**config.mk**
```make
export PLATFORM = sky130hd
export DESIGN_NAME = vga_scanout
export DESIGN_NICKNAME = d
export VERILOG_FILES = /design/src/rtl/vga_scanout.sv
export SDC_FILE = /design/constraint.sdc
export NUM_CORES = 1
export LEC_CHECK = 0
export BUFFER_PORTS_ARGS = -buffer_cell sky130_fd_sc_hd__buf_2
export CORE_UTILIZATION = 40
export CTS_CLUSTER_DIAMETER = 40
export DETAILED_ROUTE_END_ITERATION = 6
export PLACE_DENSITY = 0.59
export SLEW_MARGIN = 20
export SYNTH_ARGS = -nofsm -noshare
export SYNTH_HDL_FRONTEND = slang
export SYNTH_SLANG_ARGS = --single-unit
```
**constraint.sdc**
```tcl
create_clock -name clk -period 3.58 [get_ports clk]
set_input_delay 1.074 -clock clk [delete_from_list [all_inputs] [get_ports clk]]
set_output_delay 1.074 -clock clk [all_outputs]
set_load 0.02 [all_outputs]
```
**src/rtl/vga_scanout.sv**
```systemverilog
// 640x480@60 VGA scan-out for the HQ2x scaler: timing, scaler read/line/frame control, centred picture with border.
// Optional SCANLINES_EN: dims odd VGA lines in SHOW by halving each colour component before truncation.
module vga_scanout #(
    parameter int          H_ACTIVE   = 640,
    parameter int          H_FP       = 16,
    parameter int          H_SYNC     = 96,
    parameter int          H_BP       = 48,
    parameter int          V_ACTIVE   = 480,
    parameter int          V_FP       = 10,
    parameter int          V_SYNC     = 2,
    parameter int          V_BP       = 33,
    parameter int          PIC_X0     = 64,
    parameter logic [14:0] BORDER_RGB = 15'h0000,
    parameter int          RL_CYCLES  = 4
) (
    input  logic        clk,
    input  logic        reset_n,
    input  logic [14:0] pixel,
    input  logic        frame_available,
    output logic [9:0]  read_x,
    output logic        reset_line,
    output logic        reset_frame,
    output logic        hsync,
    output logic        vsync,
    output logic        blank,
    output logic [3:0]  vga_r,
    output logic [3:0]  vga_g,
    output logic [3:0]  vga_b,
    output logic [1:0]  o_dbg_state
);

    localparam int H_TOTAL = H_ACTIVE + H_FP + H_SYNC + H_BP;
    localparam int V_TOTAL = V_ACTIVE + V_FP + V_SYNC + V_BP;

    localparam logic [9:0] H_LAST   = 10'(H_TOTAL - 1);
    localparam logic [9:0] V_LAST   = 10'(V_TOTAL - 1);
    localparam logic [9:0] H_ACT    = 10'(H_ACTIVE);
    localparam logic [9:0] V_ACT    = 10'(V_ACTIVE);
    localparam logic [9:0] HS_BEG   = 10'(H_ACTIVE + H_FP);
    localparam logic [9:0] HS_END   = 10'(H_ACTIVE + H_FP + H_SYNC);
    localparam logic [9:0] VS_BEG   = 10'(V_ACTIVE + V_FP);
    localparam logic [9:0] VS_END   = 10'(V_ACTIVE + V_FP + V_SYNC);
    localparam logic [9:0] PIC_BEG  = 10'(PIC_X0);
    localparam logic [9:0] PIC_END  = 10'(PIC_X0 + 512);
    localparam logic [9:0] RL_END   = 10'(H_ACTIVE + RL_CYCLES);
    localparam logic [9:0] RF_LINE  = 10'(V_ACTIVE + V_FP);
    localparam logic [9:0] PRE_A    = 10'(V_TOTAL - 4);
    localparam logic [9:0] PRE_B    = 10'(V_TOTAL - 2);

    typedef enum logic [1:0] {
        S_IDLE  = 2'd0,
        S_ARMED = 2'd1,
        S_SHOW  = 2'd2
    } state_t;

    typedef struct packed {
        logic hs;
        logic vs;
        logic act;
        logic pic;
        logic show;
    } stage_t;

    localparam stage_t STAGE_RST = '{hs: 1'b1, vs: 1'b1, act: 1'b0, pic: 1'b0, show: 1'b0};

    state_t      r_state;
    logic [9:0]  r_hc;
    logic [9:0]  r_vc;
    logic [9:0]  r_read_x;
    logic        r_reset_line;
    logic        r_reset_frame;
    stage_t      r_s1;
    stage_t      r_s2;
    logic        r_hsync;
    logic        r_vsync;
    logic        r_blank;
    logic [3:0]  r_r;
    logic [3:0]  r_g;
    logic [3:0]  r_b;

    logic [9:0]  w_hc_next;
    logic [9:0]  w_vc_next;
    logic [9:0]  w_hx;
    stage_t      w_s0;
    logic        w_rl_line;
    logic        w_rl_next;
    logic        w_rf_next;
    logic [14:0] w_src;
    logic        w_unused;

    // Counter lookahead lets reset_line/reset_frame/state be registered yet line up with hc/vc exactly.
    always_comb begin
        w_hc_next = (r_hc == H_LAST) ? 10'd0 : r_hc + 10'd1;
        w_vc_next = r_vc;
        if (r_hc == H_LAST) begin
            w_vc_next = (r_vc == V_LAST) ? 10'd0 : r_vc + 10'd1;
        end
    end

    always_comb begin
        w_hx       = r_hc - PIC_BEG;
        w_s0.hs    = !(r_hc >= HS_BEG && r_hc < HS_END);
        w_s0.vs    = !(r_vc >= VS_BEG && r_vc < VS_END);
        w_s0.act   = (r_hc < H_ACT) && (r_vc < V_ACT);
        w_s0.pic   = w_s0.act && (r_hc >= PIC_BEG) && (r_hc < PIC_END);
        w_s0.show  = (r_state == S_SHOW);
        w_rl_line  = ((w_vc_next < V_ACT) && w_vc_next[0]) || (w_vc_next == PRE_A) || (w_vc_next == PRE_B);
        w_rl_next  = w_rl_line && (w_hc_next >= H_ACT) && (w_hc_next < RL_END);
        w_rf_next  = (w_vc_next == RF_LINE);
    end

    always_ff @(posedge clk) begin
        if (!reset_n) begin
            r_state <= S_IDLE;
        end else begin
            case (r_state)
                S_IDLE:  if (frame_available) r_state <= S_ARMED;
                S_ARMED: if (w_hc_next == 10'd0 && w_vc_next == 10'd0) r_state <= S_SHOW;
                S_SHOW:  r_state <= S_SHOW;
                default: r_state <= S_IDLE;
            endcase
        end
    end

    always_ff @(posedge clk) begin
        if (!reset_n) begin
            r_hc          <= 10'd0;
            r_vc          <= 10'd0;
            r_reset_line  <= 1'b0;
            r_reset_frame <= 1'b1;
        end else begin
            r_hc          <= w_hc_next;
            r_vc          <= w_vc_next;
            r_reset_line  <= w_rl_next;
            r_reset_frame <= w_rf_next;
        end
    end

`ifdef SCANLINES_EN
    logic r_odd1;
    logic r_odd2;
    always_ff @(posedge clk) begin
        if (!reset_n) begin
            r_odd1 <= 1'b0;
            r_odd2 <= 1'b0;
        end else begin
            r_odd1 <= r_vc[0];
            r_odd2 <= r_odd1;
        end
    end
`endif

    // Stage 1 issues the scaler read; stage 2 waits for its registered pixel.
    always_ff @(posedge clk) begin
        if (!reset_n) begin
            r_read_x <= 10'd0;
            r_s1     <= STAGE_RST;
            r_s2     <= STAGE_RST;
        end else begin
            if (w_s0.pic) begin
                r_read_x <= {r_vc[0], w_hx[8:0]};
            end
            r_s1 <= w_s0;
            r_s2 <= r_s1;
        end
    end

    always_comb begin
        w_src = r_s2.pic ? pixel : BORDER_RGB;
`ifdef SCANLINES_EN
        if (r_odd2) begin
            w_src = {1'b0, w_src[14:11], 1'b0, w_src[9:6], 1'b0, w_src[4:1]};
        end
`endif
    end

    // Component LSBs are dropped by the 5->4 bit truncation.
    assign w_unused = &{1'b0, w_src[10], w_src[5], w_src[0], w_hx[9]};

    always_ff @(posedge clk) begin
        if (!reset_n) begin
            r_hsync <= 1'b1;
            r_vsync <= 1'b1;
            r_blank <= 1'b1;
            r_r     <= 4'd0;
            r_g     <= 4'd0;
            r_b     <= 4'd0;
        end else begin
            r_hsync <= r_s2.hs;
            r_vsync <= r_s2.vs;
            r_blank <= !r_s2.act;
            if (r_s2.act && r_s2.show) begin
                r_r <= w_src[4:1];
                r_g <= w_src[9:6];
                r_b <= w_src[14:11];
            end else begin
                r_r <= 4'd0;
                r_g <= 4'd0;
                r_b <= 4'd0;
            end
        end
    end

    assign read_x      = r_read_x;
    assign reset_line  = r_reset_line;
    assign reset_frame = r_reset_frame;
    assign hsync       = r_hsync;
    assign vsync       = r_vsync;
    assign blank       = r_blank;
    assign vga_r       = r_r;
    assign vga_g       = r_g;
    assign vga_b       = r_b;
    assign o_dbg_state = r_state;

endmodule

```
* After elaboration in Yosys (flattened, before gate mapping) *
Index checks and enable logic that the tools add are counted.
W data, S select, Z words.

word-level totals
  flip-flop bits (word level) = 59
  input port bits = 18
  output and inout port bits = 29

operators by class
  add/sub/neg operators = 3
  $lt $le $gt $ge = 11
  eq/ne operators = 9
  muxes and demuxes = 6
  reduce and logical (&&, ||, !) cells = 20

operators by type and width
  operator                 count
  $eq A10 B10 Y1 const B   4
  $lt A10 B10 Y1 const B   4
  $lt A10 B9 Y1 const B    3
  $mux W10                 3
  $add A10 B1 Y10 const B  2
  $ge A10 B10 Y1 const B   2
  $logic_not A10 Y1        2
  $eq A10 B9 Y1 const B    1
  $ge A10 B7 Y1 const B    1
  $ge A10 B9 Y1 const B    1
  $logic_and A1 B1 Y1      10
  $sub A9 B7 Y9 const B    1
  $pmux W2 S3              1
  $mux W2                  2
  $ne A2 B2 Y1 const B     2
  $logic_not A1 Y1         3
  $reduce_and A3 Y1        1
  $eq A2 B1 Y1 const B     1
  $eq A2 B2 Y1 const B     1
  $logic_not A2 Y1         1
  $logic_or A1 B1 Y1       2
  $reduce_and A2 Y1        1

* Longest topological paths before layout *
Gate-level depths: netlist of the first run.

  word-level depth = 9
  depth in mapped cells = 10
  gate-level depth less buffers = 9

* Worst setup path before layout of the first run *
Ideal clock, no wire load.

  path type = register to register
  start point = register r_hc[6]
  end point = register r_state[0] (netlist: o_dbg_state[0])
  arrival = 2.797 ns
  required time = 3.518 ns
  setup slack = 0.721 ns
  stages on the path, launching flop included = 10
  buffers on the path = 0
  clock period less this slack = 2.859 ns
  path through = dfxtp_1 > inv_1 > ha_1 > nand4b_2 > or4_1 > xnor2_1 > or2b_1 > or4_4 > or4_1 > nand3_1

between the ends
  word-level cells in the longest chain between the ends = 6

RTL lines
  what                                               line    source
  from (decl)                                        67      logic [9:0] r_hc;
  from (signal assigned)                             132     r_hc <= w_hc_next;
  $add A10 B1 Y10 or $eq A10 B10 Y1 (tied branches)  93, 95
  $mux W10, on equally long branches                 93, 95
  $logic_not A10 Y1                                  118     S_ARMED: if (w_hc_next == 10'd0 && w_vc_next == 10'd0) r_state <= S_SHOW;
  $logic_and A1 B1 Y1 *                              118
  $ne A2 B2 Y1 (no source line) *                    -
  $reduce_and A2 Y1 (no source line) *               -
  to (signal assigned)                               118
  to (signal assigned)                               119     S_SHOW: r_state <= S_SHOW;
  to (signal assigned)                               120     default: r_state <= S_IDLE;
  to (decl)                                          66      state_t r_state;

Every way passes the cells marked *; elsewhere a longest branch is shown, timed or not.
A chain may end at the register's enable or synchronous reset.

* Worst setup path in the final report of the first run *
Ends and elaborated chain as after synthesis.

==> qor.csv, run 1 <==
stage;metric;value;unit
power;Gate power share;0.115;
grt;initial antenna violation count;0;
worst_setup_path;CP Class;reg2reg;
synthesis;Post-synth EDFFs;0;
sta;setup violators final;0;
routing;Vias/cell;5.21;
cells_and_area;final-layout fill cell count;653;
clock_network;Clk pin slew, worst setup/hold paths;0.07;ns
synthesis;post-synthesis net count;332;
sta;fmax;316;MHz
clock_network;hold_buf cts;0;
placed_design;Port-buffer cells;43;
worst_hold_path;Hold EP;blank$_SDFF_PN1_;
synthesis;gate count of the mapped netlist;301;
worst_setup_path;buffers plus inverters on the worst setup path;1;
grt;Total Routing Usage GR;0.166;
worst_setup_path;Crit. End Element;register;
floorplan;Boundary Pins;47;
cells_and_area;layout cells sized above 1;0.216;
floorplan;die footprint;7140;um^2
synthesis;post-synthesis register bit count;59;
grt;largest net degree at the start of global routing;28;
sta;fin crit period;3.16;ns
routing;drc violations;7;
cells_and_area;Layout Nets;373;
floorplan;Starting Density;0.422;
worst_setup_path;r2r setup slk;0.42;ns
floorplan;Die Wd;84.5;um
sta;Final Skew;0.00670;ns
sta;fin crit share;0.883;
synthesis;Synth cell types;55;
worst_setup_path;WP data arrival;3.44;ns
run;Max-cap violations;0;
sta;max-slew violations;0;
power;Lkg Pwr;1.40;nW
worst_setup_path;slowest CP cell;or4_1;
power;Seq pwr share;0.452;
clock_network;clk_lat worst skew;0.34;ns
routing;initial DRC count;77;
worst_setup_path;crit-path max cell delay;0.60;ns
worst_setup_path;Startpoint Class;register;
power;Power Density;496;nW/um^2
routing;average wire per standard cell;13.2;um
power;Switching Share;0.261;
clock_network;Sink Count;59;
routing;DR pass1 iterations;7;
worst_hold_path;worst hold path cell count;1;
worst_setup_path;Critical Path RT;3.86;ns
synthesis;post-synthesis cell area;2720;um^2
cells_and_area;area delta synth->final;16.4;%
power;NetSw;0.411;mW
clock_network;setup bufs post-CTS;0;
worst_setup_path;R2R Path Start;r_hc[6]$_SDFF_PN0_;
clock_network;Inserted Clock Buffers;9;
worst_setup_path;FF-to-FF End;o_dbg_state[0]$_SDFFE_PN0P_;
grt;gr ovfl total;0;
cells_and_area;diode count;0;
synthesis;Async SR Flop Fraction;0;
cells_and_area;fin area;3170;um^2
floorplan;core area;6460;um^2
clock_network;post-CTS sizing;0;
worst_setup_path;CP cell instances;inv_1, ha_1, nand4b_2, or4_1, xnor2_1, or2b_1, or4_4, or4_1, nand3_1;
cells_and_area;Final Core Density;0.491;
synthesis;Synth Area per Inst;9.05;um^2
synthesis;register area share after synthesis;0.434;
grt;vias in the first global route;1881;
worst_hold_path;worst hold start;r_s2[2]$_SDFF_PN0_;
floorplan;num rows;29;
synthesis;most common flop cell mapped by yosys;dfxtp_1;
sta;RSZ-0062 raised after global routing;no;
sta;Post-Route Setup TNS;0;ns
routing;Total Wirelength;5.59;mm
worst_setup_path;CP top delay family;simple AND/OR/NAND/NOR gates;
power;Internal;1.16;mW
status;failing checks;DRC;
sta;Hold Violations, Final;0;
routing;DR vias;2209;
worst_setup_path;worst-path maximum fanout;9;
clock_network;clk buf depth;2;
placed_design;gpl congestion;0.850;
routing;antenna viol nets, final;0;
placed_design;post-DP HPWL;3.78;mm
sta;Least-Margin Pin Slew;0.728;ns
sta;worst rel slew slack;0.514;
placed_design;Placed Area;2950;um^2
status;status;finished with violations;
worst_setup_path;Critical Path Stages;9;
worst_hold_path;HP Class;reg2reg;
power;peak supply drop;0.224;mV
clock_network;Root Buffer;clkbuf_8;
power;clock share of power;0.433;
grt;first-pass GRT wire length;9.25;mm
worst_setup_path;most frequent CP cell;or4_1;
clock_network;TritonCTS clock tree;done;
worst_setup_path;R2R depth;9;
floorplan;die span in y;84.5;um
synthesis;synth warn;0;
clock_network;H-tree level count;3;
==> placed cells by master, fill, tap and decap left out, drive strengths merged, types with 5 or more instances in the layout <==
cell and count:
xnor2 5, mux2i 5, dfxtp 59, o21ai 7, and2 26, a21oi 16, xor2 6, nand2 17
inv 12, or4 5, nand3 17, ha 13, nand2b 5, nand4 9, clkbuf 9, buf 47
nor2 37, a31oi 5, nor4 5
==> cells in the mapped netlist (all sizes together), types with 2 or more instances <==
master / instances / area, um^2
nand2b: 5 / 31.3
xor2: 6 / 52.6
ha: 13 / 163
and4: 2 / 18.8
nand4: 9 / 62.6
or3: 3 / 18.8
or4: 5 / 45.0
buf: 10 / 82.6
nor4: 5 / 31.3
xnor2: 5 / 43.8
nor2: 37 / 139
o21ai: 7 / 35.0
and4b: 3 / 31.3
and2: 26 / 163
inv: 10 / 37.5
nor3: 2 / 10.0
o21a: 2 / 15.0
nand2: 17 / 71.3
nor2b: 2 / 12.5
a31oi: 5 / 31.3
nand3: 17 / 85.1
dfxtp: 59 / 1180
mux2i: 5 / 50.1
a21oi: 16 / 80.1
nand4b: 2 / 23.8
and3: 2 / 13.8
o31ai: 2 / 15.0
a21o: 2 / 15.0
clkbuf: 6 / 26.3
==> routing by layer <==
layer	vias up	share of wire	track usage
met3	9	0.045	0.0413
met4	0	0.016	0.0924
met5	-	0	0
met1	1010	0.49	0.221
met2	61	0.45	0.245
li1	1129	-	-
==> sequential cells by signal (all words and copies together), names as in the netlist, 2 cells and up <==
register	cells
r_hc	10
r_vc	10
read_x	10
r_s1	5
r_s2	5
vga_b	4
vga_g	4
vga_r	4
o_dbg_state	2
==> cells by family after synthesis <==
| family | share of synthesized area |
|---|---|
| adder cells (fa/ha/maj) | 0.0597 |
| XOR/XNOR | 0.0354 |
| AND/OR/NAND/NOR | 0.297 |
| AO/OA/AOI/OAI | 0.0988 |
| multiplexers | 0.0184 |
| flip-flops | 0.434 |
| buffers and inverters | 0.0574 |
==> area by class of cell <==
type | instances | area (um^2) | area share
flip-flops and latches | 59 | 1180 | 0.373
well taps | 77 | 96.3 | 0.0304
inverters | 10 | 37.5 | 0.0118
clock inverters | 7 | 100 | 0.0316
clock buffers | 9 | 124 | 0.0391
multi-input cells | 215 | 1390 | 0.437
repair buffers | 47 | 245 | 0.0773
==> worst max-delay path by stage <==
stage	start	slack (ns)	to
after CTS	r_hc[6]$_SDFF_PN0_	0.43	o_dbg_state[0]$_SDFFE_PN0P_
after detailed placement	r_hc[6]$_SDFF_PN0_	0.44	o_dbg_state[0]$_SDFFE_PN0P_
after floorplan	r_hc[6]$_SDFF_PN0_	0.72	o_dbg_state[0]$_SDFFE_PN0P_
final	r_hc[6]$_SDFF_PN0_	0.42	o_dbg_state[0]$_SDFFE_PN0P_
after global placement	r_hc[6]$_SDFF_PN0_	0.50	o_dbg_state[0]$_SDFFE_PN0P_
after global routing	r_hc[6]$_SDFF_PN0_	0.28	o_dbg_state[0]$_SDFFE_PN0P_
==> power by group through the flow <==
stage | registers (mW) | clock network, mW | logic (mW)
global placement | 0.725 | 0 | 0.181
finish | 0.711 | 0.681 | 0.180
floorplan | 0.740 | 0 | 0.120
global route | 0.715 | 0.731 | 0.200
CTS | 0.711 | 0.704 | 0.182
detailed placement | 0.726 | 0 | 0.180
==> through the flow <==
stage	setup slack, ns	total power, mW	hold WS, ns	instances
after global routing	0.276	1.65	0.394	424
after CTS	0.432	1.60	0.388	424
after floorplan	0.721	0.861	0.364	301
after detailed placement	0.444	0.906	0.370	408
final	0.418	1.57	0.387	424
after global placement	0.502	0.906	0.371	408
Note: power is estimated with default switching activity, not from simulation.
==> run 2, diff against run 1 <==
--- a/config.mk
+++ b/config.mk
@@ -6,6 +6,7 @@
 export NUM_CORES = 1
 export LEC_CHECK = 0
 export BUFFER_PORTS_ARGS = -buffer_cell sky130_fd_sc_hd__buf_2
+export CORE_ASPECT_RATIO = 2
 export CORE_UTILIZATION = 40
 export CTS_CLUSTER_DIAMETER = 40
 export DETAILED_ROUTE_END_ITERATION = 6
==> run 2 against run 1 <==
  * The run now ends clean
  * Largest cell class unchanged
  * Critical path depth stayed put
  * Clock power is 12% higher
  * Clock skew is 0.0024 ns lower
  * Highest routed layer unchanged
  * Flip-flop and latch count stayed put
  * Worst hold slack worse by 0.0020 ns
==> qor.csv, run 2 (synthesis gave the netlist of run 1 again) <==
stage;metric;value;unit;change
floorplan;Die Wd;60.4;um;was 84.5 um
sta;Hold Violations, Final;0;;unchanged
routing;Total Wirelength;6.21;mm;was 5.59 mm
cells_and_area;Layout Nets;376;;was 373
run;Max-cap violations;0;;unchanged
clock_network;H-tree level count;3;;unchanged
worst_setup_path;Startpoint Class;register;;unchanged
sta;Final Skew;0.00429;ns;was 0.00670 ns
worst_setup_path;R2R Path Start;r_hc[1]$_SDFF_PN0_;;was r_hc[6]$_SDFF_PN0_
grt;vias in the first global route;2155;;was 1,881
worst_setup_path;Critical Path RT;3.83;ns;was 3.86 ns
power;Lkg Pwr;1.43;nW;was 1.40 nW
cells_and_area;fin area;3250;um^2;was 3170 um^2
clock_network;post-CTS sizing;0;;unchanged
routing;Vias/cell;5.20;;was 5.21
placed_design;Inst Count DP;422;;was 408
worst_hold_path;HP Class;reg2reg;;unchanged
floorplan;core area;6620;um^2;was 6460 um^2
sta;fin crit period;3.17;ns;was 3.16 ns
clock_network;Sink Count;59;;unchanged
worst_setup_path;FF-to-FF End;o_dbg_state[1]$_SDFFE_PN0P_;;was o_dbg_state[0]$_SDFFE_PN0P_
routing;average wire per standard cell;14.2;um;was 13.2 um
placed_design;Port-buffer cells;43;;unchanged
sta;Least-Margin Pin Slew;0.652;ns;was 0.728 ns
power;Power Density;510;nW/um^2;was 496 nW/um^2
clock_network;Inserted Clock Buffers;9;;unchanged
worst_setup_path;WP data arrival;3.43;ns;was 3.44 ns
sta;fmax;315;MHz;was 316 MHz
clock_network;clk buf depth;2;;unchanged
floorplan;Boundary Pins;47;;unchanged
grt;gr ovfl total;0;;unchanged
worst_hold_path;Hold EP;blank$_SDFF_PN1_;;unchanged
grt;largest net degree at the start of global routing;29;;was 28
placed_design;gpl congestion;0.881;;was 0.850
routing;DR vias;2266;;was 2,209
placed_design;Place WS;0.456;ns;was 0.444 ns
sta;Min Hold Slack;0.385;ns;was 0.387 ns
sta;setup violators final;0;;unchanged
grt;first-pass GRT wire length;10.0;mm;was 9.25 mm
floorplan;Starting Density;0.411;;was 0.422
cells_and_area;most common cell after layout, fill and taps aside;dfxtp_1;;unchanged
clock_network;TritonCTS clock tree;done;;unchanged
routing;drc violations;0;;was 7
sta;worst rel slew slack;0.564;;was 0.514
placed_design;post-DP HPWL;4.57;mm;was 3.78 mm
cells_and_area;Final Non-Filler Cells;436;;was 424
cells_and_area;diode count;0;;unchanged
cells_and_area;commonest cells after routing, fill and taps aside;59 x dfxtp_1, 43 x buf_2, 37 x nor2_1;;unchanged
cells_and_area;area delta synth->final;19.4;%;was 16.4%
floorplan;die footprint;7160;um^2;was 7140 um^2
worst_setup_path;R2R depth;9;;unchanged
sta;fin crit share;0.887;;was 0.883
routing;initial DRC count;89;;was 77
power;peak supply drop;0.293;mV;was 0.224 mV
routing;DR pass1 iterations;5;;was 7
worst_setup_path;Crit. End Element;register;;unchanged
cells_and_area;Final Core Density;0.491;;about the same
clock_network;Root Buffer;clkbuf_16;;was clkbuf_8
sta;worst setup margin;0.406;ns;was 0.418 ns
worst_setup_path;r2r setup slk;0.41;ns;was 0.42 ns
worst_hold_path;worst hold path cell count;1;;unchanged
status;status;complete, no violations;;was finished with violations
sta;Post-Route Setup TNS;0;ns;unchanged
floorplan;num rows;42;;was 29
worst_hold_path;worst hold start;r_s2[2]$_SDFF_PN0_;;unchanged
grt;initial antenna violation count;0;;unchanged
clock_network;hold_buf cts;0;;unchanged
power;total power;1.66;mW;was 1.57 mW
floorplan;die span in y;119;um;was 84.5 um
sta;RSZ-0062 raised after global routing;no;;unchanged
placed_design;Placed Area;2980;um^2;was 2950 um^2
sta;max-slew violations;0;;unchanged
clock_network;Clk pin slew, worst setup/hold paths;0.05;ns;was 0.07 ns
cells_and_area;layout cells sized above 1;0.216;;about the same
clock_network;clk_lat worst skew;0.32;ns;was 0.34 ns
worst_setup_path;worst-path maximum fanout;11;;was 9
worst_setup_path;CP Class;reg2reg;;unchanged
routing;antenna viol nets, final;0;;unchanged
grt;Total Routing Usage GR;0.192;;was 0.166
clock_network;setup bufs post-CTS;0;;unchanged
## run 2: worst max-delay path, stage by stage, from the launching register on
cell and delay [ns]:
dfxtp_1 0.42, ha_1 0.36, nand4_1 0.16, buf_4 0.23, nor4_1 0.36, xor2_1 0.18
or4_4 0.59, or3_1 0.38, o22ai_1 0.21, mux2i_1 0.20
## run 2: worst max-delay path by stage
stage	cells past startpoint	slack [ns]	startpoint	end
final	9	0.41	r_hc[1]$_SDFF_PN0_	o_dbg_state[1]$_SDFFE_PN0P_
after global placement	9	0.47	r_hc[6]$_SDFF_PN0_	o_dbg_state[0]$_SDFFE_PN0P_
after floorplan	9	0.72	r_hc[6]$_SDFF_PN0_	o_dbg_state[0]$_SDFFE_PN0P_
after detailed placement	9	0.46	r_hc[1]$_SDFF_PN0_	o_dbg_state[1]$_SDFFE_PN0P_
after CTS	9	0.42	r_hc[6]$_SDFF_PN0_	o_dbg_state[0]$_SDFFE_PN0P_
after global routing	9	0.18	r_hc[1]$_SDFF_PN0_	o_dbg_state[1]$_SDFFE_PN0P_
## run 2: layout make-up
type                            instances  area [um^2]
Fill cell                             676         3370
Multi-Input combinational cell        215         1390
Clock inverter                          2         12.5
Inverter                               10         37.5
Tap cell                               88          110
Clock buffer                           12          256
Sequential cell                        59         1180
Timing Repair Buffer                   50          268
## run 2: power breakdown
part,internal [mW],switching [mW]
Sequential,0.688,0.0242
Combinational,0.0797,0.107
Clock,0.494,0.266
Total,1.26,0.397
## run 2: per-layer routing
layer	track usage	part of all wire
met1	0.181	0.37
met4	0.132	0.048
met3	0.0492	0.038
met5	0	0
met2	0.338	0.54
